**src/rtl/alu_rmw_sequencer.sv**
```systemverilog
// Read-modify-write sequencer for 6502-style memory operand instructions
// (ASL, LSR, ROL, ROR, INC, DEC). Reads the operand, drives an external ALU
// for one cycle, writes the original value back (dummy write), then writes the
// result and commits N/Z/C flags.
//
// state    | meaning
// ---------+-----------------------------------------------------------
// IDLE     | waiting for start; op 6-7 only pulses illegal
// READ     | memory read of the target address until mem_ack
// MODIFY   | one cycle; ALU computes result, result and carry latched
// DUMMY_WR | write back the original operand until mem_ack
// WRITE    | write the ALU result until mem_ack
// DONE     | one-cycle done / flags_we pulse, flags already registered
module alu_rmw_sequencer (
  input  logic        clk,
  input  logic        rst,
  input  logic        start,
  input  logic [2:0]  op,
  input  logic [15:0] addr,
  input  logic        carry_in,
  output logic        busy,
  output logic        done,
  output logic        illegal,
  output logic        mem_req,
  output logic        mem_we,
  output logic [15:0] mem_addr,
  output logic [7:0]  mem_wdata,
  input  logic [7:0]  mem_rdata,
  input  logic        mem_ack,
  output logic [7:0]  alu_bi,
  output logic [3:0]  alu_uop,
  output logic        alu_carry_in,
  input  logic [7:0]  alu_result,
  input  logic        alu_carry_out,
  output logic        flag_n,
  output logic        flag_z,
  output logic        flag_c,
  output logic        flags_we
);

  // ALU micro-op encoding shared with the datapath ALU
  localparam logic [3:0] UOP_PASS_BI         = 4'd0;
  localparam logic [3:0] UOP_SHIFT_LEFT_BI   = 4'd1;
  localparam logic [3:0] UOP_SHIFT_RIGHT_BI  = 4'd2;
  localparam logic [3:0] UOP_ROTATE_LEFT_BI  = 4'd3;
  localparam logic [3:0] UOP_ROTATE_RIGHT_BI = 4'd4;
  localparam logic [3:0] UOP_INCREMENT       = 4'd5;
  localparam logic [3:0] UOP_DECREMENT       = 4'd6;

  typedef enum logic [2:0] {
    IDLE     = 3'd0,
    READ     = 3'd1,
    MODIFY   = 3'd2,
    DUMMY_WR = 3'd3,
    WRITE    = 3'd4,
    DONE     = 3'd5
  } state_t;

  state_t      state;
  logic [2:0]  op_q;
  logic        cin_q;
  logic [7:0]  operand_q;
  logic [7:0]  result_q;
  logic        carry_q;

  assign alu_bi       = operand_q;
  assign alu_carry_in = cin_q;

  function automatic logic [3:0] uop_for(input logic [2:0] o);
    logic [3:0] u;
    u = UOP_PASS_BI;
    case (o)
      3'd0:    u = UOP_SHIFT_LEFT_BI;
      3'd1:    u = UOP_SHIFT_RIGHT_BI;
      3'd2:    u = UOP_ROTATE_LEFT_BI;
      3'd3:    u = UOP_ROTATE_RIGHT_BI;
      3'd4:    u = UOP_INCREMENT;
      3'd5:    u = UOP_DECREMENT;
      default: u = UOP_PASS_BI;
    endcase
    return u;
  endfunction

  // Sequencer FSM; every output is registered and updated on the state transition
  always_ff @(posedge clk) begin
    if (rst) begin
      state     <= IDLE;
      op_q      <= 3'd0;
      cin_q     <= 1'b0;
      operand_q <= 8'd0;
      result_q  <= 8'd0;
      carry_q   <= 1'b0;
      busy      <= 1'b0;
      done      <= 1'b0;
      illegal   <= 1'b0;
      mem_req   <= 1'b0;
      mem_we    <= 1'b0;
      mem_addr  <= 16'd0;
      mem_wdata <= 8'd0;
      alu_uop   <= UOP_PASS_BI;
      flag_n    <= 1'b0;
      flag_z    <= 1'b0;
      flag_c    <= 1'b0;
      flags_we  <= 1'b0;
    end else begin
      done     <= 1'b0;
      flags_we <= 1'b0;
      illegal  <= 1'b0;
      case (state)
        IDLE: begin
          if (start) begin
            if (op >= 3'd6) begin
              illegal <= 1'b1;
            end else begin
              op_q     <= op;
              mem_addr <= addr;
              cin_q    <= carry_in;
              busy     <= 1'b1;
              mem_req  <= 1'b1;
              mem_we   <= 1'b0;
              state    <= READ;
            end
          end
        end
        READ: begin
          if (mem_ack) begin
            operand_q <= mem_rdata;
            mem_req   <= 1'b0;
            alu_uop   <= uop_for(op_q);
            state     <= MODIFY;
          end
        end
        MODIFY: begin
          result_q  <= alu_result;
          carry_q   <= alu_carry_out;
          alu_uop   <= UOP_PASS_BI;
          mem_req   <= 1'b1;
          mem_we    <= 1'b1;
          mem_wdata <= operand_q;
          state     <= DUMMY_WR;
        end
        DUMMY_WR: begin
          if (mem_ack) begin
            mem_wdata <= result_q;
            state     <= WRITE;
          end
        end
        WRITE: begin
          if (mem_ack) begin
            mem_req   <= 1'b0;
            mem_we    <= 1'b0;
            mem_wdata <= 8'd0;
            flag_n    <= result_q[7];
            flag_z    <= (result_q == 8'd0);
            // INC/DEC leave C untouched, shifts/rotates take the ALU carry
            flag_c    <= (op_q <= 3'd3) ? carry_q : cin_q;
            done      <= 1'b1;
            flags_we  <= 1'b1;
            state     <= DONE;
          end
        end
        DONE: begin
          busy  <= 1'b0;
          state <= IDLE;
        end
        default: begin
          busy    <= 1'b0;
          mem_req <= 1'b0;
          mem_we  <= 1'b0;
          alu_uop <= UOP_PASS_BI;
          state   <= IDLE;
        end
      endcase
    end
  end

endmodule

```
**config.mk**
```make
export PLATFORM = sky130hd
export DESIGN_NAME = alu_rmw_sequencer
export DESIGN_NICKNAME = d
export VERILOG_FILES = /design/src/rtl/alu_rmw_sequencer.sv
export SDC_FILE = /design/constraint.sdc
export NUM_CORES = 1
export LEC_CHECK = 0
export ABC_AREA = 1
export ABC_CLOCK_PERIOD_IN_PS = 1470
export BUFFER_PORTS_ARGS = -buffer_cell sky130_fd_sc_hd__buf_2
export CORE_MARGIN = 10
export CORE_UTILIZATION = 44
export CTS_CLUSTER_DIAMETER = 120
export DETAILED_ROUTE_END_ITERATION = 16
export GPL_TIMING_DRIVEN = 0
export PLACE_DENSITY = 0.75
export SKIP_LAST_GASP = 1
export SYNTH_ARGS = -nofsm -noshare
export SYNTH_HDL_FRONTEND = slang
export SYNTH_SLANG_ARGS = --single-unit
export TNS_END_PERCENT = 5
```
**constraint.sdc**
```tcl
create_clock -name clk -period 1.47 [get_ports clk]
set_clock_uncertainty 0.1 [all_clocks]
set_input_delay 0.147 -clock clk [delete_from_list [all_inputs] [get_ports clk]]
set_output_delay 0.147 -clock clk [all_outputs]
set_load 0.01 [all_outputs]
```
==> qor.csv <==
stage;metric;value;unit
cts;clkSinkCount;59;
logic_synthesis;avgSynthCellArea;7.36;um2
global_routing;met1_usage;0.192;
cells_and_area;mostFrequentLayoutCells;buf_2 (87), nor2_1 (66), dfxtp_1 (57);
sta;slew_viol_final;0;
setup_path;path_max_fanout;6;
drt;dr.pass1.iters;5;
logic_synthesis;synth_seq_area_share;0.482;
outcome;status;finished clean;
logic_synthesis;synthAdderAreaFrac;0;
worst_hold_path;hp-start;alu_result[2];
drt;wl;7.71;mm
logic_synthesis;synth_xor_area_frac;0;
die;io_pins;87;
setup_path;reg2reg_depth;6;
drt;wire_per_inst;14.3;um
die;die_h;94.6;um
worst_hold_path;hold_class;in2reg;
cells_and_area;diodes;0;
setup_path;path_cells;nor2_4 -> nand4_1 -> buf_4 -> clkbuf_8 -> o21ai_0 -> nor2_1;
setup_path;setup.worst_path.end_class;flop;
logic_synthesis;ys_types;26;
cells_and_area;syn_to_final_growth;45.0;%
die;dieArea;8950;um2
setup_path;max_stage_delay;0.38;ns
flow_run;cap_violations;0;
setup_path;worst_path_dominant_cell_family;flip-flops;
sta;timing_hold_violations_final;0;
drt;via_count;2663;
setup_path;reg2reg_from;state[0];
cells_and_area;final_common_cell;buf_2;
cts;clk_pin_slew;0.07;ns
cts;numCtsBuffers;9;
setup_path;cp.required;1.59;ns
logic_synthesis;synthMuxAreaShare;0;
sta;fmax;704;MHz
global_routing;grtUsageMet3;0.0777;
setup_path;crit_path_start_kind;flop;
logic_synthesis;synth_compound_area_frac;0.164;
cts;clock-root-buffer;clkbuf_8;
global_routing;grt_pass1_vias;2534;
sta;period_minus_slack;1.42;ns
sta;finalSetupViolCount;0;
setup_path;reg2reg_slack;0.05;ns
logic_synthesis;synthSimpleGateAreaFrac;0.256;
global_routing;grt_util_all_layers;0.168;
drt;drt_iter0_drc;249;
die;initial_core_util;0.450;
logic_synthesis;synthesis.nets;374;
placed_design;hpwlAfterDp;5.22;mm
worst_hold_path;hold_path_end;result_q[2];
cells_and_area;drive_gt1_frac;0.305;
placed_design;placed_cells;489;
logic_synthesis;syn_inst;333;
sta;rsz0062_at_grt;true;
cts;h-tree-depth;3;
global_routing;grt_overflow;0;
die;num_rows;27;
logic_synthesis;synth_warnings;0;
sta;fin_crit_sh;0.967;
die;die_w;94.6;um
global_routing;grt_pass1_wl;12.1;mm
logic_synthesis;ys_ff_latch;59;
cts;cts_tree;built;
pwr;p_per_area;1550;nW/um2
setup_path;worst_path_max_delay_cell;dfxtp_4;
global_routing;antenna_found_initial;0;
setup_path;crit_buf_inv;2;
pwr;p_leak;1.73;nW
worst_hold_path;holdPathStages;3;
drt;drc;0;
cts;clk-insertion-delay-late;0.33;ns
drt;drtAntennaViolNets;0;
logic_synthesis;synth_top_family_by_area;simple AND/OR/NAND/NOR gates;
cells_and_area;utilization;0.653;
setup_path;critPathArrivalTime;1.54;ns
placed_design;portBuffers;84;
cells_and_area;nets;503;
cells_and_area;final_cells;537;
logic_synthesis;syn_area;2450;um2
global_routing;use_met2;0.271;
setup_path;worstSetupPathType;reg2reg;
sta;hold_ws;0.00582;ns
cts;clockBufferDepth;2;
pwr;max-vdd-ir-drop;0.000853;V
die;core_area;5440;um2
global_routing;grt_max_degree;11;
placed_design;routabilityCongestion;0.922;
drt;viasPerCell;4.96;
setup_path;r2r_end;mem_addr[6];
global_routing;busiest_layer;met2;
synthesized netlist by cell type (all sizes together):
library cell | n | area, um2
a211oi | 2 | 15.0
a21oi | 27 | 135
buf | 11 | 75.1
clkbuf | 6 | 22.5
conb | 1 | 3.75
dfxtp | 59 | 1180
inv | 37 | 139
nand2 | 53 | 224
nand3 | 13 | 77.6
nand3b | 1 | 7.51
nand4 | 4 | 25.0
nor2 | 69 | 272
nor3 | 2 | 21.3
o211ai | 1 | 7.51
o21ai | 40 | 200
o22ai | 7 | 43.8
cells by family after synthesis:
| logic type | count (synthesis) |
|---|---|
| AO/OA/AOI/OAI | 77 |
| buffers and inverters | 54 |
| flip-flops | 59 |
| other | 1 |
| AND/OR/NAND/NOR | 142 |
worst max path at each step:
stage	start	end	cells past startpoint
finish	state[0]	mem_addr[6]	6
global route	state[2]	alu_bi[5]	6
CTS	state[1]	mem_wdata[7]	10
detailed placement	state[0]	mem_addr[5]	5
global placement	state[2]	mem_addr[4]	5
floorplan	state[1]	mem_wdata[6]	10
repair_timing:
action                                  CTS  global route
gates cloned                              1             1
gates resized for setup                   9            25
hold buffers                             23             0
endpoints found under the hold margin    23             0
pin swaps                                 2             6
endpoints found under the setup margin   50            48
setup buffers                             3             6
through the flow:
stage | TNS [ns] | instance area (um2) | power [mW] | worst slack [ns]
after floorplan | 0 | 2450 | 3.28 | 0.0609
after global placement | -5.06 | 2960 | 3.81 | -0.185
after detailed placement | -4.48 | 2960 | 3.84 | -0.174
after CTS | -0.187 | 3430 | 5.36 | -0.0369
after global routing | -0.200 | 3550 | 5.90 | -0.0361
final | 0 | 3550 | 5.52 | 0.0487
registers in the layout, indices dropped and copies added, names as in the netlist:
name          flops
alu_carry_in      1
illegal           1
state             3
flag_n            1
mem_we            1
mem_addr         16
op_q              3
busy              1
result_q          8
flag_c            1
mem_req           1
flags_we          1
mem_wdata         8
alu_bi            8
carry_q           1
alu_uop           3
flag_z            1
worst reg2reg max path, stage by stage, from the launching register on:
cell      delay, ns
dfxtp_4        0.38
nor2_4         0.18
nand4_1        0.11
buf_4          0.17
clkbuf_8       0.15
o21ai_0        0.17
nor2_1         0.06
layout make-up:
cell class / count / area (um2)
tap: 72 / 90.1
buffer: 17 / 129
fill: 479 / 1890
clock buffer: 12 / 145
inverter: 37 / 139
clock inverter: 2 / 37.5
sequential: 59 / 1190
multi-input combinational: 220 / 1090
timing repair buffer: 118 / 734
where the power goes:
group	internal, mW	switching (mW)
Sequential	1.93	0.158
Clock	0.812	0.606
Combinational	0.842	1.18
layer usage:
| layer | up-vias | share of wire |
|---|---|---|
| met5 | - | 0 |
| met4 | 0 | 0.022 |
| li1 | 1326 | - |
| met1 | 1205 | 0.40 |
| met3 | 17 | 0.11 |
| met2 | 115 | 0.47 |
No activity file was read; power rests on OpenSTA's default activity.
